<file path="config.mk">
export PLATFORM = sky130hd
export DESIGN_NAME = uart_frame_parser
export DESIGN_NICKNAME = d
export VERILOG_FILES = /design/src/rtl/uart_frame_pkg.sv /design/src/rtl/frame_timeout_ctr.sv /design/src/rtl/uart_frame_parser.sv
export SDC_FILE = /design/constraint.sdc
export NUM_CORES = 1
export LEC_CHECK = 0
export CELL_PAD_IN_SITES_DETAIL_PLACEMENT = 1
export CELL_PAD_IN_SITES_GLOBAL_PLACEMENT = 2
export CORE_AREA = 2 2 105 107
export CTS_CLUSTER_DIAMETER = 50
export CTS_CLUSTER_SIZE = 40
export DETAILED_ROUTE_END_ITERATION = 12
export DIE_AREA = 0 0 107 109
export HOLD_SLACK_MARGIN = 0.03
export PLACE_DENSITY_LB_ADDON = 0.1
export SLEW_MARGIN = 0
export SYNTH_ARGS = -nofsm -noshare
export SYNTH_HDL_FRONTEND = slang
export SYNTH_SLANG_ARGS = --single-unit
</file>
<file path="constraint.sdc">
create_clock -name clk -period 2.7 [get_ports clk]
set_input_delay 0.81 -clock clk [delete_from_list [all_inputs] [get_ports clk]]
set_output_delay 0.81 -clock clk [all_outputs]
set_load 0.005 [all_outputs]
</file>
<file path="src/rtl/uart_frame_pkg.sv">
// Shared types and constants for the UART frame parser.
package uart_frame_pkg;

    typedef enum logic [2:0] {
        ST_IDLE,
        ST_GET_LEN_H,
        ST_GET_LEN_L,
        ST_PAYLOAD,
        ST_CHECK
    } state_e;

    localparam logic [7:0] SYNC_BYTE = 8'hA5;

    localparam logic [1:0] ERR_NONE = 2'b00;
    localparam logic [1:0] ERR_CHK  = 2'b01;
    localparam logic [1:0] ERR_LEN  = 2'b10;
    localparam logic [1:0] ERR_TMO  = 2'b11;

endpackage

</file>
<file path="src/rtl/frame_timeout_ctr.sv">
// Inter-byte idle counter; raises timeout_o when TIMEOUT_CYCLES idle cycles
// have elapsed inside a frame. Used only when FRAME_TIMEOUT_EN is defined.
module frame_timeout_ctr #(
    parameter int unsigned TIMEOUT_CYCLES = 100000
) (
    input  logic clk,
    input  logic reset_n,
    input  logic rx_done_tick_i,
    input  logic busy_i,
    output logic timeout_o
);

    localparam int unsigned CW = $clog2(TIMEOUT_CYCLES + 1);

    logic [CW-1:0] cnt_q, cnt_d;

    always_ff @(posedge clk or negedge reset_n) begin
        if (!reset_n) begin
            cnt_q <= '0;
        end else begin
            cnt_q <= cnt_d;
        end
    end

    always_comb begin
        cnt_d = cnt_q;
        if (rx_done_tick_i || !busy_i) begin
            cnt_d = '0;
        end else if (cnt_q != CW'(TIMEOUT_CYCLES)) begin
            cnt_d = cnt_q + CW'(1);
        end
    end

    // A byte arriving in the firing cycle suppresses the timeout.
    assign timeout_o = busy_i && !rx_done_tick_i && (cnt_q == CW'(TIMEOUT_CYCLES - 1));

endmodule

</file>
<file path="src/rtl/uart_frame_parser.sv">
// Parses SYNC/LEN_H/LEN_L/payload/CHK frames from a UART byte stream.
// Define FRAME_TIMEOUT_EN to abort frames that stall between bytes.
module uart_frame_parser
    import uart_frame_pkg::*;
#(
    parameter int unsigned DBIT           = 8,
    parameter int unsigned ADDR_W         = 12,
    parameter int unsigned TIMEOUT_CYCLES = 100000
) (
    input  logic              clk,
    input  logic              reset_n,
    input  logic              rx_done_tick,
    input  logic [DBIT-1:0]   rx_dout,
    output logic              wr_en,
    output logic [ADDR_W-1:0] wr_addr,
    output logic [DBIT-1:0]   wr_data,
    output logic              frame_done,
    output logic              frame_err,
    output logic [1:0]        err_code,
    output logic              busy
);

    localparam int unsigned LW = ADDR_W + 1;

    state_e            state_q, state_d;
    logic [DBIT-1:0]   len_h_q, len_h_d;
    logic [LW-1:0]     len_q, len_d;
    logic [ADDR_W-1:0] idx_q, idx_d;
    logic [DBIT-1:0]   sum_q, sum_d;

    logic              wr_en_q, wr_en_d;
    logic [ADDR_W-1:0] wr_addr_q, wr_addr_d;
    logic [DBIT-1:0]   wr_data_q, wr_data_d;
    logic              done_q, done_d;
    logic              err_q, err_d;
    logic [1:0]        code_q, code_d;
    logic              busy_q, busy_d;

    logic [2*DBIT-1:0] len_full;
    logic              len_too_long;
    logic              last_byte;
    logic              timeout;

    assign len_full     = {len_h_q, rx_dout};
    assign len_too_long = 32'(len_full) > (32'd1 << ADDR_W);
    assign last_byte    = ({1'b0, idx_q} == (len_q - LW'(1)));

`ifdef FRAME_TIMEOUT_EN
    frame_timeout_ctr #(.TIMEOUT_CYCLES(TIMEOUT_CYCLES)) u_timeout (
        .clk            (clk),
        .reset_n        (reset_n),
        .rx_done_tick_i (rx_done_tick),
        .busy_i         (busy_q),
        .timeout_o      (timeout)
    );
`else
    assign timeout = 1'b0;
    // TIMEOUT_CYCLES is accepted for interface compatibility but has no effect here.
    if (TIMEOUT_CYCLES == 0) begin : g_timeout_unused
    end
`endif

    always_ff @(posedge clk or negedge reset_n) begin
        if (!reset_n) begin
            state_q   <= ST_IDLE;
            len_h_q   <= '0;
            len_q     <= '0;
            idx_q     <= '0;
            sum_q     <= '0;
            wr_en_q   <= 1'b0;
            wr_addr_q <= '0;
            wr_data_q <= '0;
            done_q    <= 1'b0;
            err_q     <= 1'b0;
            code_q    <= ERR_NONE;
            busy_q    <= 1'b0;
        end else begin
            state_q   <= state_d;
            len_h_q   <= len_h_d;
            len_q     <= len_d;
            idx_q     <= idx_d;
            sum_q     <= sum_d;
            wr_en_q   <= wr_en_d;
            wr_addr_q <= wr_addr_d;
            wr_data_q <= wr_data_d;
            done_q    <= done_d;
            err_q     <= err_d;
            code_q    <= code_d;
            busy_q    <= busy_d;
        end
    end

    always_comb begin
        state_d = state_q;
        len_h_d = len_h_q;
        len_d   = len_q;
        idx_d   = idx_q;
        sum_d   = sum_q;
        if (rx_done_tick) begin
            unique case (state_q)
                ST_IDLE: begin
                    if (rx_dout == DBIT'(SYNC_BYTE)) begin
                        state_d = ST_GET_LEN_H;
                        idx_d   = '0;
                        sum_d   = '0;
                    end
                end
                ST_GET_LEN_H: begin
                    len_h_d = rx_dout;
                    state_d = ST_GET_LEN_L;
                end
                ST_GET_LEN_L: begin
                    len_d = LW'(len_full);
                    if (len_too_long)        state_d = ST_IDLE;
                    else if (len_full == '0) state_d = ST_CHECK;
                    else                     state_d = ST_PAYLOAD;
                end
                ST_PAYLOAD: begin
                    sum_d = sum_q + rx_dout;
                    idx_d = idx_q + ADDR_W'(1);
                    if (last_byte) state_d = ST_CHECK;
                end
                ST_CHECK: state_d = ST_IDLE;
                default:  state_d = ST_IDLE;
            endcase
        end else if (timeout) begin
            state_d = ST_IDLE;
        end
    end

    always_comb begin
        wr_en_d   = 1'b0;
        wr_addr_d = wr_addr_q;
        wr_data_d = wr_data_q;
        done_d    = 1'b0;
        err_d     = 1'b0;
        code_d    = code_q;
        busy_d    = (state_d != ST_IDLE);
        if (rx_done_tick) begin
            if (state_q == ST_GET_LEN_L && len_too_long) begin
                err_d  = 1'b1;
                code_d = ERR_LEN;
            end else if (state_q == ST_PAYLOAD) begin
                wr_en_d   = 1'b1;
                wr_addr_d = idx_q;
                wr_data_d = rx_dout;
            end else if (state_q == ST_CHECK) begin
                if (rx_dout == sum_q) begin
                    done_d = 1'b1;
                    code_d = ERR_NONE;
                end else begin
                    err_d  = 1'b1;
                    code_d = ERR_CHK;
                end
            end
        end else if (timeout) begin
            err_d  = 1'b1;
            code_d = ERR_TMO;
        end
    end

    assign wr_en      = wr_en_q;
    assign wr_addr    = wr_addr_q;
    assign wr_data    = wr_data_q;
    assign frame_done = done_q;
    assign frame_err  = err_q;
    assign err_code   = code_q;
    assign busy       = busy_q;

endmodule

</file>
### Word-level counts from Yosys, hierarchy flattened

Cells that the tools add are included.

| word-level totals | value |
|---|---|
| register bits after elaboration | 70 |
| input bits | 11 |
| output and inout bits | 26 |
| word-level logic and storage cells | 64 |

| cells by class | value |
|---|---|
| add/subtract/negate cells | 3 |
| $lt $le $gt $ge | 1 |
| equal/unequal tests | 9 |
| mux-type cells | 27 |
| bitwise operators | 1 |
| reduce and logical (&&, ||, !) cells | 11 |

Operators by type and width:

| cell | number |
|---|---|
| 12-bit one-hot mux with 2 select lines | 1 |
| 16-bit by 13-bit greater-than comparator with 1-bit output, second input constant | 1 |
| 16-bit logical NOT | 1 |
| 8-bit one-hot mux with 2 select lines | 1 |
| 3-bit two-way mux | 5 |
| 1-bit two-way mux | 14 |
| 12-bit by 13-bit == test with 1-bit output | 1 |
| 13-bit by 1-bit subtractor with 13-bit output, second input constant | 1 |
| 12-bit by 1-bit adder with 12-bit output, second input constant | 1 |
| 12-bit two-way mux | 1 |
| 3-bit one-hot mux with 4 select lines | 1 |
| 3-bit AND reduction | 3 |
| 8-bit adder | 1 |
| 8-bit == test | 1 |
| 8-bit == test, second input constant | 1 |
| 8-bit two-way mux | 1 |
| 3-bit by 2-bit == test with 1-bit output, second input constant | 2 |
| 2-bit two-way mux | 3 |
| 2-bit inequality test, second input constant | 2 |
| 2-bit AND reduction | 2 |
| 2-bit nonzero test | 2 |
| 3-bit by 1-bit == test with 1-bit output, second input constant | 1 |
| 3-bit == test, second input constant | 1 |
| 3-bit logical NOT | 1 |
| other kinds (3) | 3 |

### Depth between registers and ports, before layout

| logic depth | value |
|---|---|
| depth in word-level cells | 6 |
| gate-level depth with buffers | 8 |
| gate-level depth less buffers | 8 |

### Worst setup path after synthesis

No wires, ideal clock.

| timing | value |
|---|---|
| path type | in2reg |
| start | input rx_dout[1] |
| end | register sum_q[7] |
| setup time | 0.087 ns |
| arrival time | 2.363 ns |
| required time | 2.613 ns |
| setup slack | 0.250 ns |
| stages on the path | 7 |
| buffers on the path | 0 |
| cells stage by stage | ha_1 a21o_1 a211oi_1 o21ai_0 and3_1 or4_1 o211ai_1 |

| between the ends | value |
|---|---|
| longest elaborated chain between the ends | 3 |
| elaborated cells on any way between the ends | 5 |
| those cells by class | 1 x add/sub; 2 x eq/ne; 1 x mux; 1 x reduce/logical |

RTL lines:

| item | RTL line | text |
|---|---|---|
| start: declaration | uart_frame_parser.sv:13 | `input logic [DBIT-1:0] rx_dout,` |
| branches (longest 3 deep; another with 8-bit adder) | -- |  |
| end signal: assignment | uart_frame_parser.sv:82 | `sum_q <= sum_d;` |
| end: declaration | uart_frame_parser.sv:29 | `logic [DBIT-1:0] sum_q, sum_d;` |

Several ways; the timed one is not identified.
A chain may end at the register's enable or synchronous reset.

### Worst setup path after layout

Ends and elaborated chain as after synthesis.

==> impl_metrics.py <==
metrics = {
    "yosys": {
        "synth.largest_area_cell": "dfrtp_1",
        "avgSynthCellArea_sq_um": 9.43,
        "synth_fp_nets": 401,
        "synth_compound_area_share_pct": 12.4,
        "synth_cells": 380,
        "async_reset_ff_share_pct": 100,
        "synth.mux.area_fraction_pct": 5.94,
        "synth_edf_count": 0,
        "ys.flop_type": "dfrtp_1",
        "synth_top_area_share_pct": 48.9,
        "ys_seq_area_share_pct": 48.9,
        "ys_warn_count": 0,
        "yosys.area_share.adder_pct": 3.70,
        "synth_most_common_cell": "nand2_1",
        "netlist_area_sq_um": 3580,
        "synth_area_leaders": "dfrtp_1 (49%), nand2_1 (9.0%), mux2_2 (5.7%), o21ai_0 (4.3%), xnor2_1 (3.2%)",
        "synthXorXnorAreaFrac_pct": 4.65,
        "synth_top_family_by_area": "simple AND/OR/NAND/NOR gates",
        "netlist-cell-type-count": 47,
        "synth-simple-area-share_pct": 21.6,
        "yosys-top-cells-count": "nand2_1 (86), dfrtp_1 (70), o21ai_0 (31)",
        "ys_seq_elements": 70,
    },
    "cells_and_area": {
        "drive_gt1_share_pct": 16.9,
        "final_cell_area_sq_um": 4520,
        "area_delta_synth_final_pct": 26.3,
        "regArea_sq_um": 1750,
        "diodes": 0,
        "fin_util_pct": 42.7,
        "multi_input_area_sq_um": 1740,
        "fillers": 1225,
        "fin_nets": 465,
    },
    "worst_setup_path": {
        "crit_path_top_delay_cell": "or4_1",
        "startpoint_type": "primary input",
        "path_class": "primary input to flop",
        "crit_path_cell_trace": "clkdlybuf4s50_1 > ha_1 > a21o_1 > a211oi_2 > o21ai_1 > and3_1 > or4_1 > o211ai_1",
        "cp_max_fo": 2,
        "arrival_ns": 2.83,
        "required_ns": 2.99,
        "critPathCaptureType": "flop",
        "slowest_delay_ns": 0.46,
    },
    "global_route": {
        "overflow": 0,
        "grt_pass1_vias": 3195,
        "grt_max_degree": 43,
        "track_usage_pct": 20.0,
        "antenna_found_initial": 0,
        "grt_pass1_wl_um": 17400,
    },
    "clock_tree": {
        "cts_buffer_depth": 2,
        "htreeDepth": 3,
        "holdBufCountCts": 0,
        "cts_sinks": 70,
        "root_buffer": "clkbuf_8",
        "cts_tree": "yes",
        "clkSlewWorstSetupHoldPaths_ns": 0.08,
        "insertion_delay_ns": 0.36,
        "cts-buffers-inserted": 9,
    },
    "place": {
        "portBuffers": 36,
        "gp_congestion": 0.852,
        "post-place-ws_ns": -0.373,
        "dp_hpwl_um": 7740,
        "placed_cell_area_sq_um": 4330,
    },
    "die": {
        "row_count": 38,
        "start_util_pct": 33.8,
        "die_w_um": 107,
        "core_sq_um": 10600,
        "dieArea_sq_um": 11700,
        "die_h_um": 109,
        "io_pins": 37,
    },
    "sta": {
        "slew_headroom_pct": 68.6,
        "skew_ns": 0.00715,
        "max_freq_ghz": 0.393,
        "drv_slew": 0,
        "final.min_clock_period_ns": 2.55,
        "fin_crit_sh_pct": 94.4,
        "setup_viol": 0,
        "worst_pin_slew_ns": 0.468,
        "fin_ws_ns": 0.152,
        "finalHoldViolations": 0,
        "hold_slack_ns": 0.377,
    },
    "power_and_ir_drop": {
        "irDropWorstVdd_uv": 363,
        "p_per_area_nw_per_um2": 463,
        "finalPower_w": 0.00210,
        "p_leak_nw": 2.16,
    },
    "drt": {
        "drc": 0,
        "postRouteAntennaNets": 0,
        "dr.pass1.iters": 4,
        "drt-initial-drc-count": 137,
        "drt_wl_total_um": 10600,
        "viasPerCell": 5.11,
        "vias": 3012,
        "wl_per_cell_um": 17.9,
    },
    "hold_path": {
        "hold_path_class": "primary input to asynchronous set/reset pin",
    },
    "job": {
        "maxCapViolations": 0,
    },
    "run_status": {
        "outcome": "finished clean",
    },
}
cell type report:
type | count | share of cell area, %
clock buffers | 13 | 3.73
clock inverters | 3 | 0.387
inverters | 10 | 0.830
multi-input cells | 284 | 38.5
flip-flops and latches | 70 | 38.7
well taps | 140 | 3.87
repair buffers | 69 | 13.9
final timing paths:
path / start / endpoint / slack [ns] / cells past startpoint
hold reg to reg: wr_data[5] / wr_data[5] / 0.48 / 2
setup / recovery: rx_dout[1] / sum_q[7] / 0.15 / 8
setup reg to reg: len_q[2] / state_q[2] / 0.40 / 6
max in group asynchronous: reset_n / wr_addr[1] / 1.74 / 2
hold / removal: reset_n / sum_q[0] / 0.38 / 1
min in group clk: wr_data[5] / wr_data[5] / 0.48 / 2
cells in the final DEF (no fill, tap or decap), drive strengths merged, types with 6 or more instances in the layout:
cell / netlist / final
nor2: 21 / 21
ha: 9 / 9
nand2: 86 / 86
clkbuf: 15 / 13
inv: 10 / 10
nor3: 12 / 12
o21ai: 32 / 32
and3: 9 / 9
mux2: 18 / 18
xor2: 6 / 6
xnor2: 13 / 13
clkdlybuf4s50: 0 / 35
buf: 1 / 34
dfrtp: 70 / 70
a21oi: 11 / 11
nand3: 6 / 6
per-stage QoR:
step | setup TNS [ns] | std cells
CTS | 0 | 589
global placement | -2.19 | 573
detailed placement | -2.36 | 573
global route | -0.0426 | 589
finish | 0 | 589
floorplan | 0 | 380
worst max-delay path: cells and delay by family:
| family | cells | cell delay [ns] |
|---|---|---|
| AOI/OAI and AO/OA | 4 | 0.62 |
| adders and majority gates | 1 | 0.32 |
| buffers and inverters | 1 | 0.43 |
| and+or+nand+nor | 2 | 0.65 |
routing by layer:
| metal | up-vias | GRT usage (%) | routed length (um) |
|---|---|---|---|
| met1 | 1511 | 26.9 | 5210 |
| li1 | 1447 | - | - |
| met4 | 0 | 8.72 | 269 |
| met2 | 36 | 31.8 | 4850 |
| met3 | 18 | 3.59 | 229 |
| met5 | - | 0 | 0 |
registers in the layout, indices dropped and copies added, names as in the netlist:
name        flops
busy            1
err_code        2
frame_done      1
frame_err       1
idx_q          12
len_h_q         8
len_q          13
state_q         3
sum_q           8
wr_addr        12
wr_data         8
wr_en           1
cell families (layout without fill, tap and decap cells):
group | Yosys count | count (layout)
compound gates | 72 | 72
xor+xnor | 19 | 19
fa+ha+maj | 10 | 10
buf+inv | 26 | 95
flops | 70 | 70
mux | 19 | 19
simple gates | 164 | 164
timing repair:
item	CTS	global route
buffers inserted	0	0
setup endpoints to repair	0	3
gates resized for setup	0	3
hold endpoints to repair	0	0
report_power, final:
part	internal, W	switching [W]
Sequential	0.00107	0.0000194
Combinational	0.0000866	0.000101
Clock	0.000406	0.000416
Total	0.00156	0.000536
(Power assumes the default switching activity.)
